### src/rtl/key_pkg.sv
// Shared definitions for the push-button front end: per-key FSM states and
// the key-index map used by the downstream clock mode/set logic.
package key_pkg;

  // Per-key debounce/classification states.
  typedef enum logic [2:0] {
    IDLE    = 3'd0,
    FILT_DN = 3'd1,
    DOWN    = 3'd2,
    LONG    = 3'd3,
    FILT_UP = 3'd4
  } key_state_e;

  localparam int NUM_KEYS = 4;

  // Bit positions of each button on the Key bus.
  localparam int KEY_MODE = 3;
  localparam int KEY_UP   = 2;
  localparam int KEY_DN   = 1;
  localparam int KEY_OK   = 0;

endpackage

### src/rtl/key_filter.sv
// One push button: 2-FF synchroniser, debounce FSM and press classifier.
// The raw input is active-low; every output is a registered, active-high
// level (key_state) or single-cycle pulse.
module key_filter
  import key_pkg::*;
#(
  parameter int MCNT_DB   = 1_000_000,
  parameter int MCNT_LONG = 50_000_000,
  parameter int MCNT_RPT  = 10_000_000,
  parameter bit RPT_EN    = 1'b1
) (
  input  logic clk,
  input  logic reset,
  input  logic key_n,
  output logic key_state,
  output logic key_press,
  output logic key_short,
  output logic key_long,
  output logic key_repeat
);

  localparam int DB_W   = $clog2(MCNT_DB);
  localparam int HOLD_W = $clog2(MCNT_LONG);
  localparam int RPT_W  = $clog2(MCNT_RPT);

  // Terminal counts; each counter is compared against its last value and
  // never counts past it, so it cannot wrap.
  localparam logic [DB_W-1:0]   DB_LAST   = DB_W'(MCNT_DB - 1);
  localparam logic [HOLD_W-1:0] HOLD_LAST = HOLD_W'(MCNT_LONG - 1);
  localparam logic [RPT_W-1:0]  RPT_LAST  = RPT_W'(MCNT_RPT - 1);

  logic [1:0]        sync_q, sync_d;
  logic              k_s;
  key_state_e        state_q, state_d;
  logic [DB_W-1:0]   db_cnt_q, db_cnt_d;
  logic [HOLD_W-1:0] hold_cnt_q, hold_cnt_d;
  logic [RPT_W-1:0]  rpt_cnt_q, rpt_cnt_d;
  logic              long_flag_q, long_flag_d;
  logic              key_state_q, key_state_d;
  logic              press_q, press_d;
  logic              short_q, short_d;
  logic              long_q, long_d;
  logic              repeat_q, repeat_d;

  // Second synchroniser stage is the only view of the button the FSM uses.
  assign k_s = sync_q[1];

  // Shift the raw button level through the two synchroniser stages.
  always_comb begin
    sync_d = {sync_q[0], key_n};
  end

  // Next-state, counter and pulse logic for the debounce/classify FSM.
  always_comb begin
    state_d     = state_q;
    db_cnt_d    = db_cnt_q;
    hold_cnt_d  = hold_cnt_q;
    rpt_cnt_d   = rpt_cnt_q;
    long_flag_d = long_flag_q;
    key_state_d = key_state_q;
    press_d     = 1'b0;
    short_d     = 1'b0;
    long_d      = 1'b0;
    repeat_d    = 1'b0;

    case (state_q)
      IDLE: begin
        if (!k_s) begin
          state_d  = FILT_DN;
          db_cnt_d = {DB_W{1'b0}};
        end else begin
          state_d = IDLE;
        end
      end

      FILT_DN: begin
        if (k_s) begin
          // Press did not stay low for the whole window: treat as bounce.
          state_d = IDLE;
        end else if (db_cnt_q == DB_LAST) begin
          state_d     = DOWN;
          press_d     = 1'b1;
          key_state_d = 1'b1;
          hold_cnt_d  = {HOLD_W{1'b0}};
          long_flag_d = 1'b0;
        end else begin
          db_cnt_d = db_cnt_q + 1'b1;
        end
      end

      DOWN: begin
        // A release candidate takes precedence; the hold count freezes
        // while the release is being filtered.
        if (k_s) begin
          state_d  = FILT_UP;
          db_cnt_d = {DB_W{1'b0}};
        end else if (hold_cnt_q == HOLD_LAST) begin
          state_d     = LONG;
          long_d      = 1'b1;
          long_flag_d = 1'b1;
          rpt_cnt_d   = {RPT_W{1'b0}};
        end else begin
          hold_cnt_d = hold_cnt_q + 1'b1;
        end
      end

      LONG: begin
        if (k_s) begin
          state_d  = FILT_UP;
          db_cnt_d = {DB_W{1'b0}};
        end else if (rpt_cnt_q == RPT_LAST) begin
          repeat_d  = RPT_EN;
          rpt_cnt_d = {RPT_W{1'b0}};
        end else begin
          rpt_cnt_d = rpt_cnt_q + 1'b1;
        end
      end

      FILT_UP: begin
        if (!k_s) begin
          // Release glitch: resume the hold phase we came from, silently.
          if (long_flag_q) begin
            state_d = LONG;
          end else begin
            state_d = DOWN;
          end
        end else if (db_cnt_q == DB_LAST) begin
          state_d     = IDLE;
          key_state_d = 1'b0;
          short_d     = ~long_flag_q;
        end else begin
          db_cnt_d = db_cnt_q + 1'b1;
        end
      end

      default: begin
        state_d = IDLE;
      end
    endcase
  end

  // State, counter, synchroniser and output registers with synchronous reset.
  always_ff @(posedge clk) begin
    if (reset) begin
      sync_q      <= 2'b11;
      state_q     <= IDLE;
      db_cnt_q    <= {DB_W{1'b0}};
      hold_cnt_q  <= {HOLD_W{1'b0}};
      rpt_cnt_q   <= {RPT_W{1'b0}};
      long_flag_q <= 1'b0;
      key_state_q <= 1'b0;
      press_q     <= 1'b0;
      short_q     <= 1'b0;
      long_q      <= 1'b0;
      repeat_q    <= 1'b0;
    end else begin
      sync_q      <= sync_d;
      state_q     <= state_d;
      db_cnt_q    <= db_cnt_d;
      hold_cnt_q  <= hold_cnt_d;
      rpt_cnt_q   <= rpt_cnt_d;
      long_flag_q <= long_flag_d;
      key_state_q <= key_state_d;
      press_q     <= press_d;
      short_q     <= short_d;
      long_q      <= long_d;
      repeat_q    <= repeat_d;
    end
  end

  assign key_state  = key_state_q;
  assign key_press  = press_q;
  assign key_short  = short_q;
  assign key_long   = long_q;
  assign key_repeat = repeat_q;

endmodule

### src/rtl/key_event_detector.sv
// Four independent button filters feeding the clock's mode/set logic with
// debounced levels and classified press events instead of raw key lines.
module key_event_detector
  import key_pkg::*;
#(
  parameter int MCNT_DB   = 1_000_000,
  parameter int MCNT_LONG = 50_000_000,
  parameter int MCNT_RPT  = 10_000_000,
  parameter bit RPT_EN    = 1'b1
) (
  input  logic       Clk,
  input  logic       Reset,
  input  logic [3:0] Key,
  output logic [3:0] Key_state,
  output logic [3:0] Key_press,
  output logic [3:0] Key_short,
  output logic [3:0] Key_long,
  output logic [3:0] Key_repeat
);

  // One filter per key; no key has priority over another.
  for (genvar i = 0; i < NUM_KEYS; i++) begin : g_key
    key_filter #(
      .MCNT_DB  (MCNT_DB),
      .MCNT_LONG(MCNT_LONG),
      .MCNT_RPT (MCNT_RPT),
      .RPT_EN   (RPT_EN)
    ) u_filter (
      .clk       (Clk),
      .reset     (Reset),
      .key_n     (Key[i]),
      .key_state (Key_state[i]),
      .key_press (Key_press[i]),
      .key_short (Key_short[i]),
      .key_long  (Key_long[i]),
      .key_repeat(Key_repeat[i])
    );
  end

endmodule

### config.mk
export PLATFORM = sky130hd
export DESIGN_NAME = key_event_detector
export DESIGN_NICKNAME = d
export VERILOG_FILES = /design/src/rtl/key_pkg.sv /design/src/rtl/key_filter.sv /design/src/rtl/key_event_detector.sv
export SDC_FILE = /design/constraint.sdc
export NUM_CORES = 1
export LEC_CHECK = 0
export ABC_AREA = 1
export CORE_ASPECT_RATIO = 1.1
export CORE_UTILIZATION = 24
export DETAILED_ROUTE_END_ITERATION = 12
export GPL_TIMING_DRIVEN = 0
export SLEW_MARGIN = 20
export SYNTH_ARGS = -nofsm -noshare
export SYNTH_HDL_FRONTEND = slang
export SYNTH_SLANG_ARGS = --single-unit
### constraint.sdc
create_clock -name Clk -period 2.3 [get_ports Clk]
set_input_delay 0.46 -clock Clk [delete_from_list [all_inputs] [get_ports Clk]]
set_output_delay 0.46 -clock Clk [all_outputs]
set_load 0.05 [all_outputs]
# == Word level (Yosys, flattened, before mapping) ==
# Cells that the tools add are included.
# classes
mul,0
bitwise_logic,28
n_eq_ne,84
n_lt_le_gt_ge,0
n_reduce_logical,64
add_sub_neg,12
muxes,152
shifts,0
div,0
# op_table
op,n
26-bit 2-to-1 mux,16
20-bit 2-to-1 mux,20
24-bit 2-to-1 mux,16
20-bit case mux with 4 select lines,4
26-bit case mux with 2 select lines,4
24-bit case mux with 2 select lines,4
26-bit by 1-bit adder with 26-bit output (second input constant),4
26-bit == test (second input constant),4
24-bit by 1-bit adder with 24-bit output (second input constant),4
24-bit == test (second input constant),4
3-bit 2-to-1 mux,28
20-bit by 1-bit adder with 20-bit output (second input constant),4
20-bit == test (second input constant),4
5-bit AND reduction,16
3-bit case mux with 5 select lines,4
1-bit 2-to-1 mux,48
2-bit by 1-bit != test with 1-bit output (second input constant),24
2-bit != test (second input constant),20
3-bit OR reduction,12
4-bit AND reduction,8
1-bit NOT,28
3-bit by 2-bit == test with 1-bit output (second input constant),8
3-bit by 1-bit != test with 1-bit output (second input constant),8
2-bit nonzero test,12
8 further kinds,36
# totals
rom_bits,0
mem_bits_rw,0
ff_bits,324
word_cells,384
latchBits,0
n_memories,0

# == Logic depth before layout (Yosys ltp) ==
# Gate-level depths: netlist (run 1).
# depth
depth_word,4
ltp_mapped,14
ltp_nobuf,13

# == By module ==
# Synthesis (run 1) repeated with hierarchy kept, for this count alone.
# unflattened
hier_cells,3580
area_unflattened_um2,21535.7
# by_module_without_submodules
mod,n_inst,area_each_um2,cells_each
key_filter at g_key[0].u_filter ...,3,5393.9,896
key_filter at g_key[3].u_filter,1,5353.9,892

# == Worst setup path before layout (run 1) ==
# No wires, ideal clock.
# synth_path
path_kind,reg2reg
startpoint,register g_key[2].u_filter.hold_cnt_q[0]
endpoint,register g_key[2].u_filter.rpt_cnt_q[15]
required_ns,2.182
path_stages_with_launch,13
n_path_buf,2
path_slack_ns,0.557
setup_time_ns,0.118
t_arrival_ns,1.625
cell_sequence,dfxtp_1 -> ha_1 -> nand2_1 -> nor2_4 -> inv_2 -> nor2_4 -> nand2_2 -> nand2_4 -> nand2_4 -> buf_6 -> buf_6 -> nor3_1 -> nor2_1
# synth_via
elab_chain_len,3
# synth_lines
item,line_no,rtl
start: declaration,key_filter.sv:36,"logic [HOLD_W-1:0] hold_cnt_q, hold_cnt_d;"
start signal: assignment,key_filter.sv:148,hold_cnt_q <= {HOLD_W{1'b0}};
start signal: assignment,key_filter.sv:160,hold_cnt_q <= hold_cnt_d;
26-bit == test,key_filter.sv:97,end else if (hold_cnt_q == HOLD_LAST) begin
2-bit by 1-bit != test with 1-bit output (no line),n/a,
4-bit AND reduction (no line),n/a,
end signal: assignment,key_filter.sv:149,rpt_cnt_q <= {RPT_W{1'b0}};
end signal: assignment,key_filter.sv:161,rpt_cnt_q <= rpt_cnt_d;
end: declaration,key_filter.sv:37,"logic [RPT_W-1:0] rpt_cnt_q, rpt_cnt_d;"
# No other way between the ends.
# A chain may end at the register's enable or synchronous reset.

# == Worst setup path after layout (run 1) ==
# layout_path
startpoint,register g_key[1].u_filter.key_state_q
endpoint,output port Key_state[1]
# layout_rtl
item,line_no,rtl
start: declaration,key_filter.sv:39,"logic key_state_q, key_state_d;"
start signal: assignment,key_filter.sv:163,key_state_q <= key_state_d;
end: declaration,key_event_detector.sv:14,"output logic [3:0] Key_state,"
# No word-level cell between the ends.

==> results of run 1 <==
## routing by layer
metal	wire, um	part of all wire	global-route usage	up-vias
li1	-	-	-	10900
met3	2090	0.036	0.0140	106
met1	26800	0.46	0.166	9451
met2	27500	0.47	0.232	409
met4	1940	0.033	0.0533	0
met5	0	0	0	-
## Yosys cell counts (7+ instances only)
master    number
a21oi_1      205
buf_2         21
buf_4         36
buf_6          7
clkbuf_1      37
dfxtp_1      324
ha_1          12
inv_1        296
inv_2         30
nand2_1     1002
nand2_2       15
nand3_1      279
nand3_2        8
nand4_1       72
nor2_1       645
nor2_2        12
nor3_1       107
nor3b_1        8
nor4_1        17
o21ai_0       70
o21ai_1       19
o21bai_1      10
or2_2         10
xnor2_1       20
xor2_1        56
## worst paths after layout
| path | slack, ns | startpoint | to |
|---|---|---|---|
| setup / recovery | 0.05 | g_key[1].u_filter.key_state$_SDFFE_PP0P_ | Key_state[1] |
| hold reg to reg | 0.41 | g_key[2].u_filter.sync_q[0]$_SDFF_PP1_ | g_key[2].u_filter.sync_q[1]$_SDFF_PP1_ |
| hold / removal | 0.41 | g_key[2].u_filter.sync_q[0]$_SDFF_PP1_ | g_key[2].u_filter.sync_q[1]$_SDFF_PP1_ |
| setup reg to reg | 0.15 | g_key[1].u_filter.hold_cnt_q[1]$_SDFFE_PP0P_ | g_key[1].u_filter.rpt_cnt_q[19]$_SDFFE_PP0P_ |
## power breakdown
part / total (uW) / internal [uW] / switching, uW
combinational: 866 / 208 / 657
sequential: 5680 / 5640 / 35.3
clock: 6330 / 3870 / 2470
total: 12900 / 9720 / 3160
## cell families (layout without fill, tap and decap cells)
kind of cell               count (synthesis)  after routing  synth area share
other                                      0              1                 0
and+or+nand+nor                         2202           2202             0.461
adders and majority gates                 12             12           0.00743
xor gates and xnor gates                  76             76            0.0330
buffers and inverters                    437            530            0.0920
AOI/OAI and AO/OA                        326            326            0.0852
DFF                                      324            324             0.321
## worst max-delay path, delay by kind of cell, from the launching register on
kind                   cells  cell delay (ns)
DFF                        1             0.36
buffers and inverters      2             0.90
## cell usage in the layout (no fill, tap or decap), types with 10 or more instances in the layout
cell             netlist  layout
nand2_1             1002     999
nor2_1               645     645
dfxtp_1              324     323
inv_1                296     296
nand3_1              279     278
a21oi_1              205     205
nor3_1               107     106
nand4_1               72      72
o21ai_0               70      70
xor2_1                56      56
buf_4                 36      38
clkbuf_16              0      37
inv_2                 30      30
clkbuf_1              37      27
clkdlybuf4s50_1        0      22
buf_2                 21      20
xnor2_1               20      20
o21ai_1               19      19
nand2_2               15      18
nor4_1                17      17
clkbuf_2               0      12
ha_1                  12      11
clkbuf_8               0      11
o21bai_1              10      10
or2_2                 10      10
## metrics by stage
stage	TNS, ns	hold slack [ns]	util
after floorplan	0	0.389	-
after global placement	-217.01	0.393	0.262
after detailed placement	-213.28	0.393	0.262
after CTS	0	0.407	0.277
after global routing	0	0.436	0.278
final	0	0.405	0.278
## registers in the layout, summed over array words and instances, names as in the netlist, 8 cells and up
| signal | flops |
|---|---|
| g_key.u_filter.rpt_cnt_q | 96 |
| g_key.u_filter.sync_q | 8 |
| g_key.u_filter.hold_cnt_q | 104 |
| g_key.u_filter.state_q | 12 |
| g_key.u_filter.db_cnt_q | 80 |
## layout make-up
class,count,share of cell area
Inverter,332,0.0539
Antenna cell,1,0.000108
Clock inverter,14,0.00896
Buffer,105,0.0279
Tap cell,1073,0.0579
Clock buffer,51,0.0469
Multi-Input combinational cell,2616,0.513
Sequential cell,324,0.280
Timing Repair Buffer,28,0.0116
## repair_timing
item	4_1_cts	5_1_grt
hold buffers	0	0
gates resized for setup	16	21
setup endpoints to repair	182	85
pin swaps	0	2
buffers inserted	0	3
==> impl_metrics.json, run 1 <==
{
  "viasPerCell": 4.60,
  "clk-insertion-delay-late_ns": 0.54,
  "setup_viol": 0,
  "fin_crit_ns": 2.25,
  "ys.flop_type": "dfxtp_1",
  "synth-edff-count": 0,
  "gp_congestion": 0.918,
  "drc": 0,
  "rows": 111,
  "slew_viol_final": 0,
  "dieHeight_um": 306,
  "die-width_um": 279,
  "async_flop_share": 0,
  "synth.top_cell.area_share": 0.321,
  "area_growth_pct": 14.8,
  "dieArea_um2": 85300,
  "coreArea_um2": 83300,
  "yosysWarnings": 0,
  "io_buffer_count": 25,
  "rsz0062_at_grt": "no",
  "drt_iter0_markers": 1254,
  "synth.area.top_cells": "dfxtp_1, nand2_1, nor2_1",
  "grt_pass1_wl_um": 94700,
  "power_uw": 12900,
  "cp_max_fo": 2,
  "critPathArrivalTime_ns": 1.79,
  "syn-instance-count": 3377,
  "pin_count": 26,
  "clock-root-buffer": "clkbuf_16",
  "multi_input_area_um2": 11900,
  "start_util": 0.242,
  "hold_violations": 0,
  "register_area_um2": 6490,
  "irDropWorstVdd_uv": 403,
  "ys_ff_latch": 324,
  "r2r_cells": 10,
  "cp_cell_sequence": "buf_4 -> clkdlybuf4s50_1",
  "drive_gt1_frac": 0.0712,
  "slew_headroom": 0.214,
  "grt_pass1_vias": 18900,
  "stdcell_count": 4544,
  "holdPathStages": 1,
  "worstSetupPathType": "reg -> out",
  "dr.pass1.iters": 5,
  "min_path_type": "reg -> reg",
  "cts_sinks": 324,
  "slowest_delay_ns": 0.78,
  "end_kind": "output port",
  "clock_path_buffers": 3,
  "cts_buffers": 36,
  "antenna_found_initial": 0,
  "status": "complete, no violations",
  "syn_area_per_cell_um2": 5.98,
  "dp.cells": 4475,
  "fin_crit_sh": 0.980,
  "synth.distinct_cells": 48,
  "skew_ns": 0.0141,
  "setup_ws_ns": 0.0464,
  "grt_max_degree": 15,
  "htree_levels": 2,
  "nNetsFinal": 3461,
  "syn_area_um2": 20200,
  "maxCapViolCount": 0,
  "synth-seq-area-share": 0.321,
  "slowest_stage": "clkdlybuf4s50_1",
  "placed_area_um2": 21800,
  "power_density_nw_per_um2": 555,
  "grt_remaining_overflow": 0,
  "routed_wl_um": 58300,
  "syn_nets": 3395,
  "worst_ep_required_time_ns": 1.84,
  "ant_nets": 0,
  "dpl.hpwl_um": 43000,
  "cp-start-kind": "register",
  "place_ws_ns": -1.54,
  "worst_pin_slew_ns": 1.18,
  "fmax_ghz": 0.444,
  "cts_tree": "yes",
  "finish.instance_area_um2": 23200,
  "post_drt_wl_per_cell_um": 12.8,
  "grt_usage": 0.133,
  "fill_cells": 9395,
  "synth_top_area_cell": "dfxtp_1",
  "leakagePower_uw": 0.00789,
  "clk_pin_slew_ns": 0.06,
  "vias": 20900
}
Note: power is estimated with default switching activity, not from simulation.
==> run 2, diff against run 1 <==
--- a/config.mk
+++ b/config.mk
@@ -6,11 +6,13 @@
 export NUM_CORES = 1
 export LEC_CHECK = 0
 export ABC_AREA = 1
+export CAP_MARGIN = 20
 export CORE_ASPECT_RATIO = 1.1
 export CORE_UTILIZATION = 24
 export DETAILED_ROUTE_END_ITERATION = 12
 export GPL_TIMING_DRIVEN = 0
-export SLEW_MARGIN = 20
+export RECOVER_POWER = 50
+export SLEW_MARGIN = 25
 export SYNTH_ARGS = -nofsm -noshare
 export SYNTH_HDL_FRONTEND = slang
 export SYNTH_SLANG_ARGS = --single-unit
==> run 2 against run 1 <==
Final area hardly changed. Cell count hardly changed. Hold slack worse by 0.00052 ns. Worst setup slack worse by 0.0064 ns. Critical path depth stayed put. Count of clock-buffer cells in the layout stayed put. Die area stayed put. First-iteration DRC count is 6.9% higher. Via count is 0.28% lower. Fmax is 0.28% lower. Sequential power hardly changed. Critical endpoint unchanged. Highest routed layer unchanged.
==> impl_metrics.json, run 2 (synthesized netlist as in run 1, its figures left out) <==
{
  "status": "complete, no violations",
  "htree_levels": 2,
  "worst_ep_required_time_ns": 1.84,
  "grt_usage": 0.133,
  "largest_reg_flops": 104,
  "cts_tree": "yes",
  "layout_commonest_cell": "nand2_1",
  "rows": 111,
  "slew_headroom": 0.417,
  "io_buffer_count": 25,
  "critPathArrivalTime_ns": 1.80,
  "nNetsFinal": 3461,
  "reg_top3": "g_key.u_filter.hold_cnt_q x104, g_key.u_filter.rpt_cnt_q x96, g_key.u_filter.db_cnt_q x80",
  "fin_crit_sh": 0.983,
  "drc": 0,
  "end_kind": "output port",
  "holdBufCountCts": 0,
  "coreArea_um2": 83300,
  "post_drt_wl_per_cell_um": 12.8,
  "dpl.hpwl_um": 43000,
  "start_util": 0.242,
  "cts_buffers": 36,
  "slowest_delay_ns": 0.78,
  "clock-root-buffer": "clkbuf_16",
  "viasPerCell": 4.59,
  "grt_remaining_overflow": 0,
  "setup_viol": 0,
  "hold_violations": 0,
  "fill_cells": 9400,
  "routed_wl_um": 58300,
  "clk-insertion-delay-late_ns": 0.54,
  "area_growth_pct": 14.7,
  "power_density_nw_per_um2": 555,
  "drt_iter0_markers": 1340,
  "fmax_ghz": 0.442,
  "cp_cell_sequence": "buf_4 -> clkdlybuf4s50_1",
  "antenna_cells": 0,
  "setup_ws_ns": 0.0400,
  "worstSetupPathType": "reg -> out",
  "grt_max_degree": 15,
  "largest-register": "g_key.u_filter.hold_cnt_q",
  "cp-start-kind": "register",
  "slew_viol_final": 0,
  "finish.instance_area_um2": 23200,
  "cp_max_fo": 2,
  "slowest_stage": "clkdlybuf4s50_1",
  "irDropWorstVdd_uv": 405,
  "pin_count": 26,
  "fin_crit_ns": 2.26,
  "maxCapViolCount": 0,
  "power_uw": 12900,
  "place_ws_ns": -1.20,
  "die-width_um": 279,
  "drive_gt1_frac": 0.0695,
  "vias": 20800,
  "dr.pass1.iters": 5,
  "worst_pin_slew_ns": 0.874,
  "skew_ns": 0.0137,
  "dieHeight_um": 306,
  "grt_pass1_wl_um": 94700,
  "gp_congestion": 0.918,
  "antenna_found_initial": 0,
  "min_path_type": "reg -> reg",
  "cts_sinks": 324,
  "final_cell_mix": "nand2_1, nor2_1, dfxtp_1",
  "clk_pin_slew_ns": 0.06,
  "clock_path_buffers": 3,
  "grt_pass1_vias": 18900,
  "ant_nets": 0,
  "leakagePower_uw": 0.00792,
  "placed_area_um2": 21800,
  "dieArea_um2": 85300
}
-- run 2: area by class of cell --
type	count	area (um2)	area share
clock inverters	14	208	0.00896
repair buffers	28	269	0.0116
clock buffers	51	1090	0.0470
plain buffers	105	644	0.0278
multi-input cells	2616	11900	0.513
well taps	1073	1340	0.0579
inverters	332	1250	0.0540
flip-flops and latches	324	6490	0.280
-- run 2: per-layer routing --
layer | up-vias | global-route usage | share of wire
met4 | 0 | 0.0530 | 0.033
met1 | 9397 | 0.166 | 0.46
met3 | 105 | 0.0142 | 0.037
li1 | 10900 | - | -
met5 | - | 0 | 0
met2 | 400 | 0.232 | 0.47
-- run 2: where the power goes --
group | switching [uW] | internal, uW
clock | 2460 | 3870
combinational | 655 | 204
sequential | 33.3 | 5640
total | 3150 | 9710
-- run 2: repair_timing --
| action | in CTS | in global routing |
|---|---|---|
| pin swaps | 0 | 2 |
| resized for setup | 15 | 21 |
| setup endpoints to repair | 178 | 84 |
| buffers inserted | 0 | 3 |
-- run 2: worst paths after layout --
kind / slack (ns) / depth (start not counted) / endpoint / start
max: 0.04 / 2 / Key_state[1] / g_key[1].u_filter.key_state$_SDFFE_PP0P_
min: 0.40 / 1 / g_key[2].u_filter.sync_q[1]$_SDFF_PP1_ / g_key[2].u_filter.sync_q[0]$_SDFF_PP1_
max reg2reg: 0.14 / 10 / g_key[1].u_filter.rpt_cnt_q[19]$_SDFFE_PP0P_ / g_key[1].u_filter.hold_cnt_q[1]$_SDFFE_PP0P_
min reg2reg: 0.40 / 1 / g_key[2].u_filter.sync_q[1]$_SDFF_PP1_ / g_key[2].u_filter.sync_q[0]$_SDFF_PP1_
-- run 2: through the flow --
stage / hold WS, ns / cells / setup TNS, ns / utilization
5_1_grt: 0.436 / 4543 / -0.0110 / 0.278
2_1_floorplan: 0.389 / 3377 / 0 / -
6_report: 0.405 / 4543 / 0 / 0.278
3_3_place_gp: 0.393 / 4475 / -217.01 / 0.262
3_5_place_dp: 0.393 / 4475 / -189.86 / 0.262
4_1_cts: 0.407 / 4540 / 0 / 0.277
-- run 2: worst max-delay path, delay by kind of cell (launching register included) --
kind | cells | cell delay [ns]
buffers and inverters | 2 | 0.90
DFF | 1 | 0.37
